`src/rtl/mem_arbiter.sv`:
```
// mem_arbiter: two-master to one-slave valid/ready memory bus arbiter (define ARB_RR_EN for round-robin)
module mem_arbiter #(
    parameter bit PRIO_M1 = 1'b1
) (
    input  logic        clk,
    input  logic        resetn,
    input  logic        m0_valid,
    output logic        m0_ready,
    input  logic [31:0] m0_addr,
    input  logic [31:0] m0_wdata,
    input  logic [3:0]  m0_wstrb,
    output logic [31:0] m0_rdata,
    input  logic        m1_valid,
    output logic        m1_ready,
    input  logic [31:0] m1_addr,
    input  logic [31:0] m1_wdata,
    input  logic [3:0]  m1_wstrb,
    output logic [31:0] m1_rdata,
    output logic        s_valid,
    input  logic        s_ready,
    output logic [31:0] s_addr,
    output logic [31:0] s_wdata,
    output logic [3:0]  s_wstrb,
    input  logic [31:0] s_rdata,
    output logic        owner
);
    typedef enum logic [1:0] {IDLE, BUSY, RESP} state_t;
    state_t      r_state;
    logic        r_s_valid;
    logic        r_owner;
    logic        r_m0_ready;
    logic        r_m1_ready;
    logic [31:0] r_s_addr;
    logic [31:0] r_s_wdata;
    logic [3:0]  r_s_wstrb;
    logic [31:0] r_m0_rdata;
    logic [31:0] r_m1_rdata;
    logic        w_win;
`ifdef ARB_RR_EN
    logic        r_last;
    // on a tie the master not granted last wins
    assign w_win = (m0_valid & m1_valid) ? ~r_last : m1_valid;
`else
    // on a tie the fixed-priority master wins
    assign w_win = (m0_valid & m1_valid) ? PRIO_M1 : m1_valid;
`endif
    assign s_valid  = r_s_valid;
    assign s_addr   = r_s_addr;
    assign s_wdata  = r_s_wdata;
    assign s_wstrb  = r_s_wstrb;
    assign owner    = r_owner;
    assign m0_ready = r_m0_ready;
    assign m1_ready = r_m1_ready;
    assign m0_rdata = r_m0_rdata;
    assign m1_rdata = r_m1_rdata;
    // grant, hold the request until the slave completes, then pulse the owner's ready
    always_ff @(posedge clk or negedge resetn) begin
        if (!resetn) begin
            r_state    <= IDLE;
            r_s_valid  <= 1'b0;
            r_owner    <= 1'b0;
            r_m0_ready <= 1'b0;
            r_m1_ready <= 1'b0;
            r_s_addr   <= '0;
            r_s_wdata  <= '0;
            r_s_wstrb  <= '0;
            r_m0_rdata <= '0;
            r_m1_rdata <= '0;
`ifdef ARB_RR_EN
            r_last     <= 1'b1;
`endif
        end else begin
            case (r_state)
                IDLE: if (m0_valid | m1_valid) begin
                    r_owner   <= w_win;
                    r_s_addr  <= w_win ? m1_addr  : m0_addr;
                    r_s_wdata <= w_win ? m1_wdata : m0_wdata;
                    r_s_wstrb <= w_win ? m1_wstrb : m0_wstrb;
                    r_s_valid <= 1'b1;
                    r_state   <= BUSY;
                end
                BUSY: if (s_ready) begin
                    r_s_valid <= 1'b0;
                    if (r_owner) begin
                        r_m1_rdata <= s_rdata;
                        r_m1_ready <= 1'b1;
                    end else begin
                        r_m0_rdata <= s_rdata;
                        r_m0_ready <= 1'b1;
                    end
`ifdef ARB_RR_EN
                    r_last    <= r_owner;
`endif
                    r_state   <= RESP;
                end
                RESP: begin
                    r_m0_ready <= 1'b0;
                    r_m1_ready <= 1'b0;
                    r_state    <= IDLE;
                end
                default: r_state <= IDLE;
            endcase
        end
    end
endmodule

```
`config.mk`:
```
export PLATFORM = sky130hd
export DESIGN_NAME = mem_arbiter
export DESIGN_NICKNAME = d
export VERILOG_FILES = /design/src/rtl/mem_arbiter.sv
export SDC_FILE = /design/constraint.sdc
export NUM_CORES = 1
export LEC_CHECK = 0
export CAP_MARGIN = 15
export CORE_ASPECT_RATIO = 0.8
export CORE_MARGIN = 3
export CORE_UTILIZATION = 41
export CTS_BUF_LIST = sky130_fd_sc_hd__clkbuf_8 sky130_fd_sc_hd__clkbuf_16
export DETAILED_ROUTE_END_ITERATION = 10
export MAX_ROUTING_LAYER = met4
export PLACE_DENSITY = 0.81
export SYNTH_ARGS = -nofsm -noshare
export SYNTH_HDL_FRONTEND = slang
export SYNTH_SLANG_ARGS = --single-unit
```
`constraint.sdc`:
```
create_clock -name clk -period 2 [get_ports clk]
set_clock_uncertainty 0.1 [all_clocks]
set_input_delay 0.5 -clock clk [delete_from_list [all_inputs] [get_ports clk]]
set_output_delay 0.5 -clock clk [all_outputs]
set_load 0.005 [all_outputs]
```
==> summary.txt <==
First-pass GRT wire length -> 27500 µm
Worst Setup SP -> s_addr[1]$_DFFE_PN0P_
Met1 Routed Length -> 6700 µm
Worst flop-to-flop path startpoint -> r_state[0]$_DFFE_PN0P_
VDD IR max -> 599 µV
Finish-stage setup viols -> 0
Worst path buffer plus inverter count -> 1
Max Cap Viol -> 0
Clk buf depth -> 2
Min-delay src -> m0_rdata[16]$_DFFE_PN0P_
Syn Nets -> 548
Int Pwr -> 0.0108 W
Fin. max-slew vios -> 0
Combinational Power Share -> 45.6%
Worst setup path category -> reg2out
Share of layout cells above drive strength 1 -> 28.1%
Vias -> 4380
Worst-Margin Slew -> 451 ps
Worst R2R End -> s_addr[16]$_DFFE_PN0P_
Unrepaired setup endpoints after global routing -> no
Max Freq -> 522 MHz
CP Data Required Time -> 1400 ps
Mapped Area -> 6370 µm²
Crit Path Max Fanout -> 2
Total track usage -> 20.9%
Vias in the first global route -> 5040
GPL Wtd Cong -> 0.837
Net switching power -> 0.00403 W
Startpoint types -> register
Boundary pin count -> 309
Cells after Synth -> 375
Leak Pwr -> 4.44 nW
Post-route clock period utilization -> 95.8%
Starting Density -> 42.2%
Drt pass-1 iters -> 4
WHS -> 379 ps
Min-delay worst type -> reg2reg
DRT Wirelength -> 17100 µm
DP Worst Slack -> -88.2 ps
Syn. warnings -> 0
Port bufs -> 308
Setup crit end -> s_addr[1]
Slew headroom -> 70.0%
Number of core rows -> 40
Crit-path slowest cell -> clkdlybuf4s50_1
Final min period -> 1920 ps
Postcts setup bufs -> 0
Via density -> 4.72
# diodes -> 0
Power consumption -> 0.0148 W
DIE AREA -> 17100 µm²
Initial antenna violation count -> 0
TritonCTS Buffers -> 17
Top sig layer -> met4
Fin worst setup slack -> 83.1 ps
CP top delay family -> buffers and inverters
Root Driver -> clkbuf_16
CP cell instances -> clkdlybuf4s50_1
Clk_lat worst skew -> 400 ps
Clk sinks -> 138
Clock transition at path regs -> 50 ps
Initial drt markers -> 167
R2R Setup Slk -> 280 ps
Register area share after synthesis -> 54.2%
DRC errors left -> 0
Crit path largest cell delay -> 560 ps
Levels on crit path -> 1
Detail Route Antenna Nets -> 0
Post-synthesis to final-layout area growth -> 62.4%
Avg Inst Size Synth -> 17.0 µm²
Die height -> 117 µm
Final hold violation count -> 0
Gr ovfl total -> 0
Routed wl met3 -> 922 µm
Drt wl/cell -> 18.4 µm
Post-synthesis register bit count -> 138
CTS H-tree depth -> 4
Final net count -> 878
Die X -> 145 µm
Status -> finished, final reports clean
Largest net degree at the start of global routing -> 46
PD cells -> 1430 nW/µm²
Post-DP HPWL -> 13200 µm
Core area -> 15100 µm²
# fillers -> 1071
TritonCTS clock tree -> built
Seq pwr share -> 34.4%
Unique masters post-synth -> 20
Worst Path Arrival -> 1320 ps
Clock network power share -> 20.1%
Worst r2r path cells -> 4
Sw Share -> 27.2%
Met2 wire length -> 9070 µm
Crit. End Element -> output pin
registers in the layout, summed over array words and instances (netlist names):
register  count
s_valid       1
owner         1
m0_rdata     32
s_wstrb       4
s_wdata      32
r_state       2
m1_rdata     32
s_addr       32
m1_ready      1
m0_ready      1
power groups by stage:
stage               clock network (W)  logic (W)  registers, W
floorplan                           0    0.00289       0.00510
global placement                    0    0.00662       0.00504
detailed placement                  0    0.00680       0.00509
CTS                           0.00306    0.00684       0.00510
global route                  0.00317    0.00710       0.00527
finish                        0.00296    0.00673       0.00508
cell type report:
| cell class | count | area (µm²) | share of cell area, % |
|---|---|---|---|
| well taps | 210 | 263 | 2.54 |
| clock buffers | 21 | 480 | 4.64 |
| inverters | 1 | 3.75 | 0.0363 |
| clock inverters | 11 | 95.1 | 0.919 |
| flip-flops and latches | 138 | 3450 | 33.4 |
| repair buffers | 333 | 3400 | 32.8 |
| multi-input cells | 214 | 2650 | 25.6 |
through the flow:
stage	setup TNS (ps)	area (µm²)	std cells	utilization, %
6_report	0	10300	928	68.5
2_1_floorplan	0	6370	375	-
3_5_place_dp	-3260	9760	895	64.6
5_1_grt	0	10300	928	68.5
4_1_cts	0	10300	928	68.5
3_3_place_gp	-935	9760	895	64.6
synthesized netlist by cell type:
cell type    n  area (µm²)
nand2b_1     1        6.26
a22o_2       1        10.0
nand2_1      3        11.3
nor2_2       1        6.26
nor2_1       1        3.75
dfrtp_1    138        3450
buf_12       9         180
or2_1        1        6.26
mux2_1      61         687
buf_4        6        45.0
nor3b_1      1        7.51
o21a_1       1        7.51
mux2_4      77        1160
mux2_2      62         698
buf_6        2        22.5
inv_2        1        3.75
buf_2        5        25.0
a21o_1       2        15.0
nand2_2      1        6.26
nand3b_4     1        20.0
how the worst min path moves through the flow:
stage | cells past startpoint | slack [ps] | endpoint
floorplan | 0 | 100 | m0_rdata[0]$_DFFE_PN0P_
global placement | 1 | 350 | s_addr[29]$_DFFE_PN0P_
detailed placement | 1 | 370 | s_addr[27]$_DFFE_PN0P_
CTS | 1 | 380 | m0_ready$_DFFE_PN0P_
global route | 1 | 390 | m0_rdata[21]$_DFFE_PN0P_
finish | 1 | 380 | m0_rdata[16]$_DFFE_PN0P_
routing by layer:
layer	track usage [%]	vias to the layer above
met3	5.04	31
li1	-	1998
met4	7.59	0
met1	23.5	2165
met2	36.4	186
met5	-	-
cells by family after synthesis:
family,after synthesis,share of synthesized area [%]
AO/OA/AOI/OAI,4,0.511
multiplexers,200,39.9
buffers and inverters,23,4.34
AND/OR/NAND/NOR,10,1.06
flip-flops,138,54.2
cells in the final DEF (no fill, tap or decap):
master	synthesis	routed
a21o_1	2	2
a22o_2	1	1
buf_12	9	10
buf_4	6	15
buf_6	2	1
bufinv_16	0	1
clkbuf_16	0	17
clkbuf_8	0	4
clkdlybuf4s50_1	0	305
clkinv_2	0	2
clkinvlp_4	0	4
dfrtp_1	138	137
dfrtp_2	0	1
dlygate4sd2_1	0	1
dlygate4sd3_1	0	1
inv_1	0	2
inv_2	1	1
inv_6	0	2
mux2_1	61	61
mux2_2	62	62
mux2_4	77	77
nand2_1	3	3
nand2_2	1	1
nand2b_1	1	1
nand3b_4	1	1
nor2_1	1	1
nor2_4	0	1
nor3b_1	1	1
o21a_4	0	1
or2_1	1	1
repair_timing:
action                                  4_1_cts  5_1_grt
gates resized for setup                       2        0
hold buffers                                  1        0
endpoints found under the hold margin        39        0
endpoints found under the setup margin        1        0
(Power assumes the default switching activity.)
